===== src/rtl/sub_serial8_bout_if.sv =====
// Handshake bundle for the byte-serial subtractor: operands and borrow-in
// travel with VALID_IN/READY_IN, difference and borrow-out with
// VALID_OUT/READY_OUT. The master is the producer/consumer side, the slave
// is the subtractor itself.
interface sub_serial8_bout_if #(
  parameter int N = 4
);
  logic [8*N-1:0] I0;
  logic [8*N-1:0] I1;
  logic           BIN;
  logic           VALID_IN;
  logic           READY_IN;
  logic [8*N-1:0] O;
  logic           BOUT;
  logic           VALID_OUT;
  logic           READY_OUT;

  modport master (
    output I0, I1, BIN, VALID_IN, READY_OUT,
    input  READY_IN, O, BOUT, VALID_OUT
  );

  modport slave (
    input  I0, I1, BIN, VALID_IN, READY_OUT,
    output READY_IN, O, BOUT, VALID_OUT
  );
endinterface


===== src/rtl/sub_serial8_bout.sv =====
// Byte-serial subtractor: one 8-bit carry-chain slice computes
// I0 - I1 - BIN over N clocks, LSB byte first, as I0 + ~I1 + ~BIN with the
// inter-byte carry kept in a flop. The carry is the inverted borrow, so the
// final borrow-out is the complement of the last carry.
module sub_serial8_bout #(
  parameter int N = 4
) (
  input logic              CLK,
  input logic              RESET,
  sub_serial8_bout_if.slave bus
);

  localparam int IW = (N > 1) ? $clog2(N) : 1;

  typedef enum logic [1:0] {
    IDLE = 2'd0,
    RUN  = 2'd1,
    DONE = 2'd2
  } state_t;

  state_t            state_q, state_d;
  logic [IW-1:0]     idx_q, idx_d;
  logic              c_q, c_d;
  logic [N-1:0][7:0] a_q, a_d;
  logic [N-1:0][7:0] b_q, b_d;
  logic [N-1:0][7:0] o_q, o_d;
  logic              bout_q, bout_d;
  logic              ready_in_q, ready_in_d;
  logic              valid_out_q, valid_out_d;

  logic [7:0]        a_byte;
  logic [7:0]        b_byte;
  logic [8:0]        slice_sum;

  // The single carry-chain slice working on the byte selected by the index.
  always_comb begin
    a_byte    = a_q[idx_q];
    b_byte    = b_q[idx_q];
    slice_sum = {1'b0, a_byte} + {1'b0, ~b_byte} + {8'd0, c_q};
  end

  // Next-state and datapath update; handshake flags are precomputed from the
  // next state so READY_IN and VALID_OUT come straight from flops.
  always_comb begin
    state_d  = state_q;
    idx_d    = idx_q;
    c_d      = c_q;
    a_d      = a_q;
    b_d      = b_q;
    o_d      = o_q;
    bout_d   = bout_q;

    case (state_q)
      IDLE: begin
        if (bus.VALID_IN && ready_in_q) begin
          a_d     = bus.I0;
          b_d     = bus.I1;
          c_d     = ~bus.BIN;
          idx_d   = '0;
          state_d = RUN;
        end
      end
      RUN: begin
        o_d[idx_q] = slice_sum[7:0];
        c_d        = slice_sum[8];
        if (idx_q == IW'(N - 1)) begin
          bout_d  = ~slice_sum[8];
          state_d = DONE;
        end else begin
          idx_d = idx_q + IW'(1);
        end
      end
      DONE: begin
        if (bus.READY_OUT) begin
          state_d = IDLE;
        end
      end
      default: begin
        state_d = IDLE;
      end
    endcase

    ready_in_d  = (state_d == IDLE);
    valid_out_d = (state_d == DONE);
  end

  // State register; reset wins over any handshake and drops an in-flight op.
  always_ff @(posedge CLK) begin
    if (RESET) begin
      state_q     <= IDLE;
      idx_q       <= '0;
      c_q         <= 1'b1;
      a_q         <= '0;
      b_q         <= '0;
      o_q         <= '0;
      bout_q      <= 1'b0;
      ready_in_q  <= 1'b1;
      valid_out_q <= 1'b0;
    end else begin
      state_q     <= state_d;
      idx_q       <= idx_d;
      c_q         <= c_d;
      a_q         <= a_d;
      b_q         <= b_d;
      o_q         <= o_d;
      bout_q      <= bout_d;
      ready_in_q  <= ready_in_d;
      valid_out_q <= valid_out_d;
    end
  end

  assign bus.READY_IN  = ready_in_q;
  assign bus.VALID_OUT = valid_out_q;
  assign bus.O         = o_q;
  assign bus.BOUT      = bout_q;

endmodule


===== src/flat_wrapper.sv =====
// flat-port wrapper written by rule: the top's interface ports become plain ports
module sub_serial8_bout_flat 
#(
  parameter int N = 4
)
  (CLK, RESET, bus_I0, bus_I1, bus_BIN, bus_VALID_IN, bus_READY_OUT, bus_READY_IN, bus_O, bus_BOUT, bus_VALID_OUT);
  sub_serial8_bout_if #(.N(N)) bus_i ();
  input logic CLK;
  input logic RESET;
  input wire logic [$bits(bus_i.I0)-1:0] bus_I0;
  input wire logic [$bits(bus_i.I1)-1:0] bus_I1;
  input wire logic [$bits(bus_i.BIN)-1:0] bus_BIN;
  input wire logic [$bits(bus_i.VALID_IN)-1:0] bus_VALID_IN;
  input wire logic [$bits(bus_i.READY_OUT)-1:0] bus_READY_OUT;
  output wire logic [$bits(bus_i.READY_IN)-1:0] bus_READY_IN;
  output wire logic [$bits(bus_i.O)-1:0] bus_O;
  output wire logic [$bits(bus_i.BOUT)-1:0] bus_BOUT;
  output wire logic [$bits(bus_i.VALID_OUT)-1:0] bus_VALID_OUT;
  assign bus_i.I0 = bus_I0;
  assign bus_i.I1 = bus_I1;
  assign bus_i.BIN = bus_BIN;
  assign bus_i.VALID_IN = bus_VALID_IN;
  assign bus_i.READY_OUT = bus_READY_OUT;
  assign bus_READY_IN = bus_i.READY_IN;
  assign bus_O = bus_i.O;
  assign bus_BOUT = bus_i.BOUT;
  assign bus_VALID_OUT = bus_i.VALID_OUT;
  sub_serial8_bout #(.N(N)) u_core (.CLK(CLK), .RESET(RESET), .bus(bus_i));
endmodule

===== config.mk =====
export PLATFORM = sky130hd
export DESIGN_NAME = sub_serial8_bout_flat
export DESIGN_NICKNAME = d
export VERILOG_FILES = /design/src/rtl/sub_serial8_bout_if.sv /design/src/rtl/sub_serial8_bout.sv /design/src/flat_wrapper.sv
export SDC_FILE = /design/constraint.sdc
export NUM_CORES = 1
export LEC_CHECK = 0
export BUFFER_PORTS_ARGS = -buffer_cell sky130_fd_sc_hd__buf_4
export CAP_MARGIN = 10
export CORE_MARGIN = 5
export CORE_UTILIZATION = 54
export DETAILED_ROUTE_END_ITERATION = 16
export PLACE_DENSITY_LB_ADDON = 0.12
export SLEW_MARGIN = 10
export SYNTH_ARGS = -nofsm -noshare
export SYNTH_HDL_FRONTEND = slang
export SYNTH_SLANG_ARGS = --single-unit

===== constraint.sdc =====
create_clock -name CLK -period 3.77 [get_ports CLK]
set_input_delay 0.377 -clock CLK [delete_from_list [all_inputs] [get_ports CLK]]
set_output_delay 0.377 -clock CLK [all_outputs]
set_load 0.01 [all_outputs]

==> qor.csv <==
stage;metric;value;unit
timing;final setup vio count;0;
global_routing;vias in the first global route;3696;
yosys;share of the synthesized area in the top cell type;45.14;%
yosys;Post-synth ARST share;0;%
clock_network;Clk Latency, worst-skew pair;360;ps
hold_path;worst hold path type;input pin to flip-flop;
clock_network;# hold bufs at CTS;0;
yosys;most frequent cells after synthesis;nand2_1, dfxtp_1, a21oi_1;
yosys;post-synthesis cell type count;47;
timing;Hold Vio Cnt, Final;0;
outcome;status;finished, final reports clean;
yosys;Synth area leader;dfxtp_1;
clock_network;setup bufs post-CTS;0;
timing;fin. max-slew vios;0;
timing;setup slack after layout;859.9;ps
global_routing;GR Overflow Total;0;
yosys;dominant synthesized flop cell;dfxtp_1;
clock_network;clk root buf;clkbuf_8;
layout;share of cells above drive strength 1;27.53;%
placed_design;global placer's final weighted congestion;0.8565;
timing;Slew HR;51.83;%
clock_network;clock slew seen by the registers of the worst setup and hold paths;100;ps
die;chip height;102.4;um
timing;RSZ-0062 raised after global routing;false;
die;core area;8258;sq um
yosys;sequential fraction of the synthesis area;45.14;%
die;row count;33;
yosys;Syn. warnings;0;
power;Pleak;2.176;nW
timing;max frequency;0.3436;GHz
setup_path;CP endpoint kind;flip-flop;
power;maximum vdd ir drop;0.2212;mV
detailed_routing;Via density;5.473;
die;I/O pin total;104;
detailed_routing;wire per inst;15.66;um
timing;Worst Skew;12.43;ps
detailed_routing;DR DRC count;0;
yosys;synthesized flop and latch total;104;
detailed_routing;vias;3875;
layout;design area;5554;sq um
layout;Final #Nets;682;
yosys;most common cell in the netlist;nand2_1;
yosys;cell count after synthesis;517;
placed_design;post-place setup slack;871.5;ps
detailed_routing;Antenna Nets Post-Route;0;
timing;Hold Slack;245.6;ps
power;Power Density;435.9;nW/um^2
die;full die area;10490;sq um
clock_network;CTS tree;done;
yosys;Synth Cell Area;4612;sq um
global_routing;initial antenna violation count;0;
clock_network;clk buf depth;2;
global_routing;first-pass GRT wire length;17710;um
detailed_routing;DRT Wirelength;11090;um
setup_path;crit-path max FO;14;
layout;n_diodes;0;
timing;minimum clock period;2910;ps
setup_path;reg2reg setup slack;860;ps
yosys;syn_nets;599;
clock_network;CTS Buf Count;9;
timing;Final period util;77.19;%
yosys;top post-synthesis cells by area;dfxtp_1, nand2_1, mux4_2;
setup_path;CP Data Required Time;4010;ps
clock_network;H-tree depth;3;
job;Max Cap Viol;0;
clock_network;Clock Sinks;104;
die;Die X-Extent;102.4;um
clock_network;post-CTS sizing;0;
placed_design;post-DP HPWL;8116;um
yosys;EDFF count, synth;0;
yosys;synthesized area per cell;8.921;sq um
timing;slew of the pin with the lowest slew margin;722.6;ps
setup_path;Setup Crit Path Kind;flip-flop to flip-flop;
placed_design;Area after DPL;5371;sq um
setup_path;CP startpoint kind;flip-flop;
detailed_routing;DR pass1 iterations;4;
layout;synth-to-layout area growth;20.43;%
global_routing;largest net degree at the start of global routing;69;
placed_design;Buffers on Ports;103;
global_routing;Global Route Usage Sum;21.57;%
detailed_routing;first-iteration detailed-routing DRC count;154;
die;initial core utilization;55.85;%
setup_path;critical path arrival;3150;ps
timing;Setup TNS Final;0;ps
==> path summary, 6_finish.rpt <==
check / to / cells past startpoint / from
setup reg to reg: u_core.bus.O[12]$_SDFFE_PP0P_ / 9 / u_core.idx_q[0]$_SDFFE_PP0P_
setup / recovery: u_core.bus.O[12]$_SDFFE_PP0P_ / 9 / u_core.idx_q[0]$_SDFFE_PP0P_
hold / removal: u_core.b_q[6]$_SDFFE_PP0P_ / 3 / bus_I1[6]
hold reg to reg: u_core.bus.O[9]$_SDFFE_PP0P_ / 2 / u_core.bus.O[9]$_SDFFE_PP0P_
==> cell type report <==
cell class	count	area, sq um
fillers	714	2704
multi-input cells	361	2283
repair buffers	109	818.3
well taps	105	131.4
clock buffers	9	123.9
flip-flops and latches	104	2082
inverters	15	56.30
clock inverters	5	58.81
==> registers in the layout, summed over array words and instances, names as in the netlist <==
signal / cells
u_core.c_q: 1
u_core.bus.VALID_OUT: 1
u_core.bus.BOUT: 1
u_core.bus.READY_IN: 1
u_core.a_q: 32
u_core.b_q: 32
u_core.state_q: 2
u_core.bus.O: 32
u_core.idx_q: 2
==> metal layers <==
metal	vias up	GRT usage [%]	part of all wire, %
met5	-	0	0
met1	1813	28.85	45
met2	91	35.68	49
li1	1964	-	-
met3	7	3.891	5.1
met4	0	6.660	0.76
==> critical path, cell delays in order, from the launching register on <==
cell and delay (ps):
dfxtp_1 470, buf_4 310, mux4_2 560, fa_1 420, inv_1 80, fa_1 230, a21o_2 170, a21oi_1 80
xor2_1 330, o31ai_1 120
==> layout by cell type, fill, tap and decap left out, drive strengths merged, types with 2 or more instances in the layout <==
master,count
ha,11
nor2,25
buf,109
inv,15
o31a,2
nor2b,3
nand3b,6
clkbuf,9
fa,2
a311oi,4
o21a,3
nor3,3
and2,4
or3b,2
dfxtp,104
nand2,138
clkinvlp,2
nand4,4
a211o,4
clkinv,2
o41ai,9
nand3,18
o31ai,4
a21o,3
a21oi,74
a211oi,9
mux4,16
a31oi,5
==> through the flow <==
stage | instances | power (W) | util, %
3_3_place_gp | 694 | 0.001756 | 65.05
3_5_place_dp | 694 | 0.001770 | 65.05
5_1_grt | 708 | 0.002535 | 67.26
6_report | 708 | 0.002421 | 67.26
2_1_floorplan | 517 | 0.001603 | -
4_1_cts | 708 | 0.002434 | 67.26
==> logic make-up after synthesis <==
family | share of synthesized area (%)
AND/OR/NAND/NOR | 19.51
XOR/XNOR | 0.3799
multiplexers | 7.813
buffers and inverters | 5.779
adder cells (fa/ha/maj) | 3.852
AO/OA/AOI/OAI | 17.53
flip-flops | 45.14
==> where the power goes <==
part | internal (W) | switching (W) | total (W)
logic | 0.000231 | 0.000302 | 0.000533
clock network | 0.000301 | 0.000374 | 0.000675
registers | 0.00117 | 0.0000453 | 0.00121
total | 0.00170 | 0.000722 | 0.00242
Power figures use the tool's default switching activity.
